[config.mk]
export PLATFORM = sky130hd
export DESIGN_NAME = uart_receiver
export DESIGN_NICKNAME = d
export VERILOG_FILES = /design/src/rtl/uart_pkg.sv /design/src/rtl/uart_sync.sv /design/src/rtl/uart_receiver.sv
export SDC_FILE = /design/constraint.sdc
export NUM_CORES = 1
export LEC_CHECK = 0
export ABC_AREA = 0
export CAP_MARGIN = 25
export CORE_MARGIN = 1.5
export CORE_UTILIZATION = 40
export CTS_BUF_LIST = sky130_fd_sc_hd__clkbuf_4 sky130_fd_sc_hd__clkbuf_8
export DETAILED_ROUTE_END_ITERATION = 8
export PLACE_DENSITY = 0.69
export SLEW_MARGIN = 25
export SYNTH_ARGS = -nofsm -noshare
export SYNTH_HDL_FRONTEND = slang
export SYNTH_SLANG_ARGS = --single-unit
[constraint.sdc]
create_clock -name clk_50m -period 2.85 [get_ports clk_50m]
set_input_delay 0.57 -clock clk_50m [delete_from_list [all_inputs] [get_ports clk_50m]]
set_output_delay 0.57 -clock clk_50m [all_outputs]
set_load 0.03 [all_outputs]
[src/rtl/uart_pkg.sv]
// Shared UART definitions: receiver state encoding and frame constants.
package uart_pkg;

  localparam int UART_DATA_BITS  = 8;
  localparam int UART_OVERSAMPLE = 16;

  typedef enum logic [2:0] {
    IDLE  = 3'd0,
    START = 3'd1,
    DATA  = 3'd2,
    STOP  = 3'd3,
    BREAK = 3'd4
  } rx_state_t;

endpackage

[src/rtl/uart_sync.sv]
// Two-flop synchronizer for an asynchronous level input; both flops reset high.
module uart_sync (
  input  logic i_clk,
  input  logic i_rst,
  input  logic i_d,
  output logic o_q
);

  logic [1:0] r_sync;

  always_ff @(posedge i_clk) begin
    if (i_rst) r_sync <= 2'b11;
    else       r_sync <= {r_sync[0], i_d};
  end

  assign o_q = r_sync[1];

endmodule

[src/rtl/uart_receiver.sv]
// 8N1 UART receiver, LSB first, sampling on an oversample tick (clken).
// Define UART_RX_MAJORITY_EN to take each sample as a 2-of-3 vote over the last three ticks.
module uart_receiver
  import uart_pkg::*;
#(
  parameter int OVERSAMPLE = UART_OVERSAMPLE,
  parameter int DATA_BITS  = UART_DATA_BITS
) (
  input  logic                 clk_50m,
  input  logic                 rst,
  input  logic                 rx,
  input  logic                 clken,
  input  logic                 rdy_clr,
  output logic [DATA_BITS-1:0] data,
  output logic                 rdy,
  output logic                 frame_err,
  output logic                 overrun
);

  localparam int CW = $clog2(OVERSAMPLE);
  localparam int BW = $clog2(DATA_BITS);
  localparam logic [CW-1:0] CNT_HALF = CW'(OVERSAMPLE / 2 - 1);
  localparam logic [CW-1:0] CNT_LAST = CW'(OVERSAMPLE - 1);
  localparam logic [BW-1:0] BIT_LAST = BW'(DATA_BITS - 1);

  rx_state_t            r_state;
  rx_state_t            w_state_nxt;
  logic [CW-1:0]        r_cnt;
  logic [BW-1:0]        r_bitpos;
  logic [DATA_BITS-1:0] r_scratch;
  logic [DATA_BITS-1:0] r_data;
  logic                 r_rdy;
  logic                 r_frame_err;
  logic                 r_overrun;

  logic w_rx_s;
  logic w_sample;
  logic w_cnt_inc;
  logic w_cnt_clr;
  logic w_shift;
  logic w_done_ok;
  logic w_done_err;

  uart_sync u_sync (
    .i_clk (clk_50m),
    .i_rst (rst),
    .i_d   (rx),
    .o_q   (w_rx_s)
  );

`ifdef UART_RX_MAJORITY_EN
  // The two previous ticks plus the current one form the three-tick vote window.
  logic [1:0] r_hist;

  always_ff @(posedge clk_50m) begin
    if (rst)        r_hist <= 2'b11;
    else if (clken) r_hist <= {r_hist[0], w_rx_s};
  end

  assign w_sample = (r_hist[1] & r_hist[0]) | (r_hist[1] & w_rx_s) | (r_hist[0] & w_rx_s);
`else
  assign w_sample = w_rx_s;
`endif

  always_ff @(posedge clk_50m) begin
    if (rst) r_state <= IDLE;
    else     r_state <= w_state_nxt;
  end

  always_comb begin
    w_state_nxt = r_state;
    case (r_state)
      IDLE:    if (clken && !w_rx_s) w_state_nxt = START;
      START:   if (clken && r_cnt == CNT_HALF) w_state_nxt = w_sample ? IDLE : DATA;
      DATA:    if (clken && r_cnt == CNT_LAST && r_bitpos == BIT_LAST) w_state_nxt = STOP;
      STOP:    if (clken && r_cnt == CNT_LAST) w_state_nxt = w_sample ? IDLE : BREAK;
      // A line held low after a bad stop bit must go high before a new start is accepted.
      BREAK:   if (w_rx_s) w_state_nxt = IDLE;
      default: w_state_nxt = IDLE;
    endcase
  end

  always_comb begin
    w_cnt_inc  = 1'b0;
    w_shift    = 1'b0;
    w_done_ok  = 1'b0;
    w_done_err = 1'b0;
    w_cnt_clr  = (w_state_nxt != r_state);
    case (r_state)
      START: w_cnt_inc = clken;
      DATA: begin
        w_cnt_inc = clken;
        w_shift   = clken && (r_cnt == CNT_LAST);
      end
      STOP: begin
        w_cnt_inc  = clken;
        w_done_ok  = clken && (r_cnt == CNT_LAST) && w_sample;
        w_done_err = clken && (r_cnt == CNT_LAST) && !w_sample;
      end
      default: ;
    endcase
  end

  always_ff @(posedge clk_50m) begin
    if (w_shift) r_scratch[r_bitpos] <= w_sample;
  end

  always_ff @(posedge clk_50m) begin
    if (rst) begin
      r_cnt       <= '0;
      r_bitpos    <= '0;
      r_data      <= '0;
      r_rdy       <= 1'b0;
      r_frame_err <= 1'b0;
      r_overrun   <= 1'b0;
    end else begin
      if (w_cnt_clr)      r_cnt <= '0;
      else if (w_cnt_inc) r_cnt <= r_cnt + CW'(1);

      if (w_shift)              r_bitpos <= r_bitpos + BW'(1);
      else if (r_state != DATA) r_bitpos <= '0;

      if (w_done_ok) r_data <= r_scratch;

      // A completing byte takes priority over a simultaneous host acknowledge.
      r_rdy     <= w_done_ok | (r_rdy & ~rdy_clr);
      r_overrun <= (w_done_ok & r_rdy & ~rdy_clr) | (r_overrun & ~rdy_clr);

      if (w_done_ok)       r_frame_err <= 1'b0;
      else if (w_done_err) r_frame_err <= 1'b1;
    end
  end

  assign data      = r_data;
  assign rdy       = r_rdy;
  assign frame_err = r_frame_err;
  assign overrun   = r_overrun;

endmodule

==> summary.txt <==
Status -> complete, no violations
Vias in the first global route -> 1066
Hold_sp -> u_sync.r_sync[0]$_SDFF_PP1_
Synth Flop Type -> dfxtp_1
FF-to-FF setup slack -> 1.01 ns
Largest net degree at the start of global routing -> 19
Slew headroom -> 60.0%
Initial antenna violation count -> 0
Drt wl/cell -> 12.5 µm
Setup violators final -> 0
Row count -> 21
H-tree lvl count -> 2
Worst setup EP type -> register
I/O pins -> 16
DR vias -> 1078
Post-Layout Cell Count -> 206
# DRC -> 0
Hold EP -> u_sync.r_sync[1]$_SDFF_PP1_
Worst Hold Class -> reg2reg
Fin crit period -> 2.09 ns
Synth-to-Final Area Change -> 16.0%
Reg-to-Reg End -> r_cnt[3]$_SDFFE_PP0P_
Hold Buf Count CTS -> 0
Flip-flop and latch area -> 701 µm²
Worst VDD drop -> 0.248 mV
Seq cells post-synth -> 31
Kind of critical path -> in2reg
Crit-path max FO -> 4
Final WS setup -> 0.764 ns
Antenna Cells -> 0
Gate Count Post-Synth -> 145
Cell area power density -> 484 nW/µm²
Worst-margin pin slew -> 0.599 ns
Synth cell types -> 46
Die height -> 63.7 µm
Cell type with the largest total area after synthesis -> dfxtp_1
Synth Area per Inst -> 10.1 µm²
RSZ-0062 raised after global routing -> no
Max Slew Vio Count -> 0
Fillers -> 321
Drt first pass iters -> 4
Bufs on Longest Clock Path -> 2
Worst Clk Skew -> 0.00331 ns
Post-Place Cells -> 198
Cts repair resizes -> 0
Worst R2R Start -> r_cnt[0]$_SDFFE_PP0P_
Final nets -> 167
Vias per cell -> 5.23
Max Cap Viol -> 0
Initial core utilization -> 42.7%
Required time worst endpoint -> 2.84 ns
Setup_tns -> 0 ns
DIE AREA -> 4050 µm²
CP startpoint kind -> input pin
Hold-critical path depth -> 1
All-layer global routing usage -> 14.7%
Die Span X -> 63.7 µm
R2r worst-path depth -> 5
CP max-delay cell -> clkdlybuf4s50_1
Worst-path cell chain -> clkdlybuf4s50_1 -> nor2b_2 -> nand4_4 -> or3b_4 -> nor3b_2
Worst path max stage delay -> 0.54 ns
Total clock sinks -> 31
Sequential cell area fraction in the yosys report -> 47.6%
Ranking of synthesized cells by area -> dfxtp_1 31%, edfxtp_1 16%, a21oi_2 5.4%
Final HPWL DP -> 1890 µm
Ys async rst share -> 0%
Buffers & Inverters on Critical Path -> 1
Area of the core -> 3440 µm²
Setup WS pre-CTS -> 0.479 ns
Synthesized net count -> 153
Ys Warns -> 0
CTS tree -> yes
Gp weighted congestion -> 0.830
First-pass GRT wire length -> 4570 µm
TritonCTS Buffers -> 5
Worst-Skew Late Latency -> 0.28 ns
Reg clk slew, reported paths -> 0.06 ns
Fmax -> 0.479 GHz
Crit-path leading delay family -> simple AND/OR/NAND/NOR gates
Multi-input gate area -> 691 µm²
Leak Pwr -> 0.000571 µW
Share of cells above drive strength 1 -> 23.8%
Root Driver -> clkbuf_8
DRT antenna net count -> 0
Final Cycle Share -> 73.2%
Hold Vio Cnt, Final -> 0
PortBufs -> 15
Post-synth EDFFs -> 8
Share of the synthesized area in the top cell type -> 31.3%
Total setup buffers inserted after CTS -> 0
Remaining Overflow, GRT -> 0
Initial drt markers -> 53
Netlist Area Pre-Place -> 1470 µm²
Critical Path AT -> 2.07 ns
Final wirelength -> 2570 µm
-- state kept, by name, summed over array words and instances, names as in the netlist --
register       flops
data               8
frame_err          1
overrun            1
r_bitpos           3
r_cnt              4
r_scratch          8
r_state            3
rdy                1
u_sync.r_sync      2
-- power by group --
part | internal [µW] | switching, µW | leakage [µW]
Clock | 190 | 153 | 0.0000491
Combinational | 11.8 | 13.5 | 0.000266
Sequential | 453 | 5.20 | 0.000256
-- area by class of cell --
cell class	count	area share, %
Clock inverter	1	0.293
Inverter	1	0.220
Timing Repair Buffer	17	9.68
Multi-Input combinational cell	103	40.5
Sequential cell	31	41.1
Clock buffer	7	4.91
Tap cell	46	3.37
-- logic make-up (layout without fill, tap and decap cells) --
logic type | count (synthesis) | in the layout | share of synthesized area (%)
compound gates | 23 | 23 | 11.3
buf+inv | 11 | 26 | 5.44
simple gates | 72 | 72 | 30.0
fa+ha+maj | 3 | 3 | 2.55
mux | 1 | 1 | 0.680
flops | 31 | 31 | 47.6
xor+xnor | 4 | 4 | 2.38
-- worst register-to-register path: stages (launching register included) --
cell,delay [ns]
dfxtp_1,0.37
ha_1,0.29
and3_1,0.36
o21ai_0,0.18
a32oi_1,0.40
nor3_1,0.11
-- per-stage QoR --
step | power [µW] | util (%) | instance area, µm² | hold slack (ns)
after detailed placement | 492 | 47.0 | 1620 | 0.410
after global routing | 858 | 49.6 | 1710 | 0.436
after CTS | 836 | 49.6 | 1710 | 0.422
after floorplan | 482 | - | 1470 | 0.389
after global placement | 491 | 47.0 | 1620 | 0.392
final | 826 | 49.6 | 1710 | 0.420
-- Yosys cell counts, drive strengths merged, types with 3 or more instances --
master / number
dfxtp: 23
nand2: 23
a21oi: 12
nor3: 9
edfxtp: 8
nand3: 8
nor2: 8
buf: 6
clkbuf: 4
nor3b: 4
o21ai: 4
and3b: 3
ha: 3
xnor2: 3
-- worst max path at each step --
stage | startpoint | to | slack [ns] | cells past startpoint
3_5_place_dp | clken | r_scratch[5]$_DFFE_PP_ | 0.48 | 5
4_1_cts | clken | r_scratch[5]$_DFFE_PP_ | 0.78 | 5
6_report | clken | r_scratch[5]$_DFFE_PP_ | 0.76 | 5
5_1_grt | clken | r_scratch[1]$_DFFE_PP_ | 0.73 | 5
2_1_floorplan | clken | r_scratch[5]$_DFFE_PP_ | 1.05 | 5
3_3_place_gp | clken | r_scratch[5]$_DFFE_PP_ | 0.55 | 5
-- metal layers --
metal / part of all wire [%] / up-vias / GRT usage, %
met1: 44 / 511 / 15.9
met5: 0 / - / 0
met2: 49 / 20 / 24.5
met3: 3.8 / 10 / 5.89
li1: - / 537 / -
met4: 3.0 / 0 / 7.61
-- layout by cell type, fill, tap and decap left out, types with 2 or more instances in the layout --
cell type	n
buf_4	2
xnor2_1	3
clkbuf_4	2
ha_1	3
a31oi_1	2
nor3b_1	2
or2_2	2
dfxtp_1	23
clkbuf_8	5
clkdlybuf4s50_1	15
nand2_2	8
a211oi_1	2
o21ai_0	3
nand3_1	8
a21oi_1	3
nor2_1	8
and3b_1	3
nor3b_2	2
nor3_1	8
nand2_1	15
a21oi_2	9
edfxtp_1	8
and3_1	2
Note: power is estimated with default switching activity, not from simulation.
